<file path="config.mk">
export PLATFORM = sky130hd
export DESIGN_NAME = envelope_vca_flat
export DESIGN_NICKNAME = d
export VERILOG_FILES = /design/src/rtl/envelope_vca_if.sv /design/src/rtl/envelope_vca.sv /design/src/flat_wrapper.sv
export SDC_FILE = /design/constraint.sdc
export NUM_CORES = 1
export LEC_CHECK = 0
export ABC_CLOCK_PERIOD_IN_PS = 4200
export CORE_MARGIN = 2
export CORE_UTILIZATION = 64
export CTS_CLUSTER_DIAMETER = 40
export DETAILED_ROUTE_END_ITERATION = 7
export GPL_ROUTABILITY_DRIVEN = 0
export PLACE_DENSITY = 0.86
export SKIP_LAST_GASP = 1
export SLEW_MARGIN = 40
export SYNTH_ARGS = -nofsm -noshare
export SYNTH_HDL_FRONTEND = slang
export SYNTH_SLANG_ARGS = --single-unit
</file>
<file path="constraint.sdc">
create_clock -name clk -period 4.2 [get_ports clk]
set_input_delay 0.42 -clock clk [delete_from_list [all_inputs] [get_ports clk]]
set_output_delay 0.42 -clock clk [all_outputs]
set_load 0.005 [all_outputs]
</file>
<file path="src/rtl/envelope_vca_if.sv">
`default_nettype none
// ============================================================================
// Module   : envelope_vca_if
// Purpose  : Gate/oscillator inputs and envelope/PWM outputs of the voice VCA
// Revision : 1.0
// ============================================================================
interface envelope_vca_if;
    logic       gate;
    logic       osc_in;
    logic       pwmout;
    logic [7:0] env_level;
    logic [2:0] env_state;
    logic       active;

    modport master (
        output gate,
        output osc_in,
        input  pwmout,
        input  env_level,
        input  env_state,
        input  active
    );

    modport slave (
        input  gate,
        input  osc_in,
        output pwmout,
        output env_level,
        output env_state,
        output active
    );
endinterface
`default_nettype wire

</file>
<file path="src/rtl/envelope_vca.sv">
`default_nettype none
// ============================================================================
// Module   : envelope_vca
// Purpose  : ADSR amplitude envelope driving a PWM-gated one-bit oscillator
// Revision : 1.0
// ============================================================================
module envelope_vca #(
    parameter int unsigned TICK_DIV      = 12,
    parameter int unsigned ATTACK_STEP   = 8,
    parameter int unsigned DECAY_STEP    = 2,
    parameter int unsigned SUSTAIN_LEVEL = 160,
    parameter int unsigned RELEASE_STEP  = 1
) (
    input  logic          clk,
    input  logic          rst,
    envelope_vca_if.slave bus
);
    typedef enum logic [2:0] {
        ST_IDLE    = 3'd0,
        ST_ATTACK  = 3'd1,
        ST_DECAY   = 3'd2,
        ST_SUSTAIN = 3'd3,
        ST_RELEASE = 3'd4
    } state_t;

    localparam logic [8:0]          c_attack_step  = 9'(ATTACK_STEP);
    localparam logic [8:0]          c_decay_step   = 9'(DECAY_STEP);
    localparam logic [8:0]          c_release_step = 9'(RELEASE_STEP);
    localparam logic [7:0]          c_sustain      = 8'(SUSTAIN_LEVEL);
    localparam logic [TICK_DIV-1:0] c_presc_one    = TICK_DIV'(1);

    state_t              state_q, state_d;
    logic [7:0]          level_q, level_d;
    logic [TICK_DIV-1:0] presc_q, presc_d;
    logic [7:0]          pwm_cnt_q, pwm_cnt_d;
    logic                pwmout_q, pwmout_d;
    logic                g1_q, g1_d, g2_q, g2_d, g3_q, g3_d;
    logic [1:0]          arm_q, arm_d;

    logic       tick, edge_ok, rise, fall;
    logic [8:0] att_sum, dec_diff, rel_diff;

    // Edges are only trusted once g3 holds a post-reset gate sample, so a gate
    // held high through reset release is not mistaken for a new note.
    assign edge_ok = (arm_q == 2'd3);
    assign rise    = edge_ok & g2_q & ~g3_q;
    assign fall    = edge_ok & ~g2_q & g3_q;
    assign tick    = &presc_q;

    always_comb begin
        g1_d      = bus.gate;
        g2_d      = g1_q;
        g3_d      = g2_q;
        arm_d     = edge_ok ? arm_q : arm_q + 2'd1;
        presc_d   = presc_q + c_presc_one;
        pwm_cnt_d = pwm_cnt_q + 8'd1;
        pwmout_d  = bus.osc_in & (pwm_cnt_q < level_q);
    end

    always_comb begin
        state_d  = state_q;
        level_d  = level_q;
        att_sum  = {1'b0, level_q} + c_attack_step;
        dec_diff = {1'b0, level_q} - c_decay_step;
        rel_diff = {1'b0, level_q} - c_release_step;
        // An edge always takes priority over a tick: no level step that cycle.
        case (state_q)
            ST_IDLE: begin
                level_d = 8'd0;
                if (rise) state_d = ST_ATTACK;
            end
            ST_ATTACK: begin
                if (fall) begin
                    state_d = ST_RELEASE;
                end else if (tick && !rise) begin
                    if (att_sum >= 9'd255) begin
                        level_d = 8'd255;
                        state_d = ST_DECAY;
                    end else begin
                        level_d = att_sum[7:0];
                    end
                end
            end
            ST_DECAY: begin
                if (fall) begin
                    state_d = ST_RELEASE;
                end else if (rise) begin
                    state_d = ST_ATTACK;
                end else if (tick) begin
                    if (dec_diff[8] || (dec_diff <= {1'b0, c_sustain})) begin
                        level_d = c_sustain;
                        state_d = ST_SUSTAIN;
                    end else begin
                        level_d = dec_diff[7:0];
                    end
                end
            end
            ST_SUSTAIN: begin
                level_d = c_sustain;
                if (fall)      state_d = ST_RELEASE;
                else if (rise) state_d = ST_ATTACK;
            end
            ST_RELEASE: begin
                if (rise) begin
                    state_d = ST_ATTACK;
                end else if (tick && !fall) begin
                    if (rel_diff[8] || (rel_diff == 9'd0)) begin
                        level_d = 8'd0;
                        state_d = ST_IDLE;
                    end else begin
                        level_d = rel_diff[7:0];
                    end
                end
            end
            default: begin
                state_d = ST_IDLE;
                level_d = 8'd0;
            end
        endcase
    end

    always_ff @(posedge clk or negedge rst) begin
        if (!rst) begin
            state_q   <= ST_IDLE;
            level_q   <= 8'd0;
            presc_q   <= '0;
            pwm_cnt_q <= 8'd0;
            pwmout_q  <= 1'b0;
            g1_q      <= 1'b0;
            g2_q      <= 1'b0;
            g3_q      <= 1'b0;
            arm_q     <= 2'd0;
        end else begin
            state_q   <= state_d;
            level_q   <= level_d;
            presc_q   <= presc_d;
            pwm_cnt_q <= pwm_cnt_d;
            pwmout_q  <= pwmout_d;
            g1_q      <= g1_d;
            g2_q      <= g2_d;
            g3_q      <= g3_d;
            arm_q     <= arm_d;
        end
    end

    assign bus.pwmout    = pwmout_q;
    assign bus.env_level = level_q;
    assign bus.env_state = state_q;
    assign bus.active    = (state_q != ST_IDLE);
endmodule
`default_nettype wire

</file>
<file path="src/flat_wrapper.sv">
// flat-port wrapper written by rule: the top's interface ports become plain ports
module envelope_vca_flat 
#(
    parameter int unsigned TICK_DIV      = 12,
    parameter int unsigned ATTACK_STEP   = 8,
    parameter int unsigned DECAY_STEP    = 2,
    parameter int unsigned SUSTAIN_LEVEL = 160,
    parameter int unsigned RELEASE_STEP  = 1
)
  (clk, rst, bus_gate, bus_osc_in, bus_pwmout, bus_env_level, bus_env_state, bus_active);
  envelope_vca_if bus_i ();
  input  logic clk;
  input  logic rst;
  input wire logic [$bits(bus_i.gate)-1:0] bus_gate;
  input wire logic [$bits(bus_i.osc_in)-1:0] bus_osc_in;
  output wire logic [$bits(bus_i.pwmout)-1:0] bus_pwmout;
  output wire logic [$bits(bus_i.env_level)-1:0] bus_env_level;
  output wire logic [$bits(bus_i.env_state)-1:0] bus_env_state;
  output wire logic [$bits(bus_i.active)-1:0] bus_active;
  assign bus_i.gate = bus_gate;
  assign bus_i.osc_in = bus_osc_in;
  assign bus_pwmout = bus_i.pwmout;
  assign bus_env_level = bus_i.env_level;
  assign bus_env_state = bus_i.env_state;
  assign bus_active = bus_i.active;
  envelope_vca #(.TICK_DIV(TICK_DIV), .ATTACK_STEP(ATTACK_STEP), .DECAY_STEP(DECAY_STEP), .SUSTAIN_LEVEL(SUSTAIN_LEVEL), .RELEASE_STEP(RELEASE_STEP)) u_core (.clk(clk), .rst(rst), .bus(bus_i));
endmodule
</file>
==> flow_metrics.env <==
export IMPL_run_status="complete, no violations"
export IMPL_ir_worst_vdd_mv=0.497
export IMPL_area_delta_synth_final_pct=10.1
export IMPL_n_antenna_cell=0
export IMPL_setup_viol=0
export IMPL_cts_buffers=5
export IMPL_worstPathBufferInverterCount=1
export IMPL_use_met1=0.383
export IMPL_finalWirelength_microns=5640
export IMPL_grt_pass1_vias=1957
export IMPL_crit_family="simple AND/OR/NAND/NOR gates"
export IMPL_synth_top_area_share=0.368
export IMPL_ant_nets=0
export IMPL_post_cts_setup_buffer_count=0
export IMPL_worstSetupEndpointType="register"
export IMPL_cp_slowest_cell="dfrtp_1"
export IMPL_synth_ff_type="dfrtp_1"
export IMPL_ys_ff_latch=37
export IMPL_netlist_instances=262
export IMPL_timing_final_ws_setup_ns=1.49
export IMPL_r2r_slack_ns=1.49
export IMPL_tns_ns=0
export IMPL_slew_headroom=0.427
export IMPL_clkLatencyLatePin_ns=0.29
export IMPL_crit_end="u_core.bus.env_level[3]$_DFFE_PN0P_"
export IMPL_slowest_delay_ns=0.58
export IMPL_drive_above_1_share=0.0719
export IMPL_rr_endpoint="u_core.bus.env_level[3]$_DFFE_PN0P_"
export IMPL_syn_area_sq_um=2510
export IMPL_top_usage_layer="met2"
export IMPL_path_cells="inv_1, ha_1, nand2_1, or3b_1, o211ai_1, and3_1, a221oi_2, o22ai_1"
export IMPL_h_tree_depth=2
export IMPL_cp_data_required_time_ns=4.40
export IMPL_dieArea_sq_um=4450
export IMPL_synth_edf_count=0
export IMPL_rsz0062_at_grt="false"
export IMPL_core_area_sq_um=3720
export IMPL_startpoint="u_core.bus.env_level[3]$_DFFE_PN0P_"
export IMPL_final_common_cell="dfrtp_1"
export IMPL_pre_cts_ws_ns=1.61
export IMPL_p_leak_uw=0.00117
export IMPL_grt_max_degree=38
export IMPL_final_cell_mix="dfrtp_1 (37), nand2_1 (21), xnor2_1 (20), ha_1 (20), inv_1 (16)"
export IMPL_synth_avg_cell_area_sq_um=9.60
export IMPL_cp_depth=8
export IMPL_synthArstFlopShare=1.00
export IMPL_drc=0
export IMPL_antenna_found_initial=0
export IMPL_start_kind="register"
export IMPL_fin_crit_sh=0.645
export IMPL_cts_sinks=37
export IMPL_start_util=0.677
export IMPL_nNetsFinal=302
export IMPL_hpwl_microns=4140
export IMPL_grt_pass1_wl_microns=9470
export IMPL_grtUsageMet3=0.0726
export IMPL_finClkSkew_ns=0.00904
export IMPL_p_per_area_nw_per_um2=591
export IMPL_synth_seq_area_share=0.368
export IMPL_die_width_microns=66.7
export IMPL_grt_ovfl_total=0
export IMPL_cts_hold_buf=0
export IMPL_yosys_warnings=0
export IMPL_finalHoldViolations=0
export IMPL_fp_row_count=22
export IMPL_rr_worst_depth=8
export IMPL_max_freq_mhz=369
export IMPL_first_pass_iters=5
export IMPL_groute_usage_overall=0.286
export IMPL_clk_pin_slew_ns=0.08
export IMPL_tritoncts="yes"
export IMPL_route_vias_total=2110
export IMPL_worst_pin_slew_ns=0.856
export IMPL_drt_initial_drc_count=289
export IMPL_die_y_microns=66.7
export IMPL_drt_wirelength_per_cell_microns=17.3
export IMPL_ys_top_cells_by_area="dfrtp_1 (37%), ha_1 (10%), xnor2_1 (7.0%)"
export IMPL_clk_path_buf_depth=2
export IMPL_grt_use_met2=0.460
export IMPL_path_class="register to register"
export IMPL_cts_resized=0
export IMPL_cap_violations=0
export IMPL_ios=17
export IMPL_worstPathArrival_ns=2.91
export IMPL_finalMaxSlewViolations=0
export IMPL_synth_area_leader_cell="dfrtp_1"
export IMPL_place_port_buffers=16
export IMPL_yosysUniqueCellTypes=58
export IMPL_vias_per_cell=6.47
export IMPL_min_path_type="primary input to asynchronous set/reset pin"
export IMPL_syn_nets=286
export IMPL_reg2reg_from="u_core.bus.env_level[3]$_DFFE_PN0P_"
export IMPL_crit_path_max_fanout=15
export IMPL_min_period_ns=2.71
export IMPL_cts_root_buf="clkbuf_8"
## area by class of cell
| type | instances | area (sq um) |
|---|---|---|
| clock buffer | 6 | 72.6 |
| clock inverter | 1 | 8.76 |
| fill | 294 | 946 |
| inverter | 16 | 60.1 |
| multi-input combinational | 201 | 1480 |
| sequential | 37 | 926 |
| tap | 48 | 60.1 |
| timing repair buffer | 17 | 163 |
## metrics by stage
| step | cell area [sq um] | power [uW] | utilization | instances | hold slack (ns) |
|---|---|---|---|---|---|
| floorplan | 2510 | 1120 | - | 262 | 0.124 |
| finish | 2770 | 1640 | 0.745 | 326 | 0.0635 |
| detailed placement | 2690 | 1370 | 0.723 | 319 | 0.343 |
| global route | 2770 | 1750 | 0.745 | 326 | 0.105 |
| global placement | 2680 | 1350 | 0.722 | 318 | 0.341 |
| CTS | 2770 | 1620 | 0.745 | 326 | 0.246 |
## Yosys cell counts, types with 3 or more instances
library cell and instances:
inv_1 16, nor2b_1 6, o21ai_1 4, buf_2 6
nand3_1 14, o31ai_1 3, ha_1 20, a21oi_1 14
o22ai_1 5, a31oi_1 6, xnor2_1 20, a211oi_1 4
xor2_1 5, nor3_1 4, nor2_1 14, nand2_1 21
o21ai_0 6, and3_1 3, a21o_1 4, nand4_1 5
dfrtp_1 37
## how the worst min path moves through the flow
stage / startpoint / endpoint / cells after the start
finish: rst / u_core.bus.env_level[7]$_DFFE_PN0P_ / 1
floorplan: rst / u_core.arm_q[0]$_DFFE_PN0P_ / 0
global route: rst / u_core.bus.env_level[1]$_DFFE_PN0P_ / 1
global placement: u_core.g1_q$_DFF_PN0_ / u_core.g2_q$_DFF_PN0_ / 0
detailed placement: u_core.g1_q$_DFF_PN0_ / u_core.g2_q$_DFF_PN0_ / 0
CTS: rst / u_core.bus.env_level[7]$_DFFE_PN0P_ / 1
## routing by layer
layer | wire [microns] | vias to the layer above
met3 | 488 | 14
met5 | 0 | -
met2 | 2610 | 105
li1 | - | 986
met4 | 110 | 0
met1 | 2440 | 1005
## where the power goes
| group | internal (uW) | total [uW] | switching (uW) |
|---|---|---|---|
| Clock | 115 | 244 | 129 |
| Combinational | 384 | 873 | 489 |
| Sequential | 400 | 520 | 120 |
## worst reg2reg max path: stages, from the launching register on
cell      delay (ns)
dfrtp_1         0.58
inv_1           0.27
ha_1            0.30
nand2_1         0.15
or3b_1          0.37
o211ai_1        0.12
and3_1          0.45
a221oi_2        0.14
o22ai_1         0.23
## cell families after synthesis
family	share of synthesized area
AND/OR/NAND/NOR	0.185
AO/OA/AOI/OAI	0.202
flip-flops	0.368
XOR/XNOR	0.0935
buffers and inverters	0.0433
adder cells (fa/ha/maj)	0.104
multiplexers	0.00448
## state kept, by name, indices dropped and copies added, names as in the netlist
name / cells
u_core.presc_q: 12
u_core.bus.env_level: 8
u_core.pwm_cnt_q: 8
u_core.bus.env_state: 3
u_core.arm_q: 2
u_core.bus.pwmout: 1
u_core.g1_q: 1
u_core.g2_q: 1
u_core.g3_q: 1
Note: power is estimated with default switching activity, not from simulation.
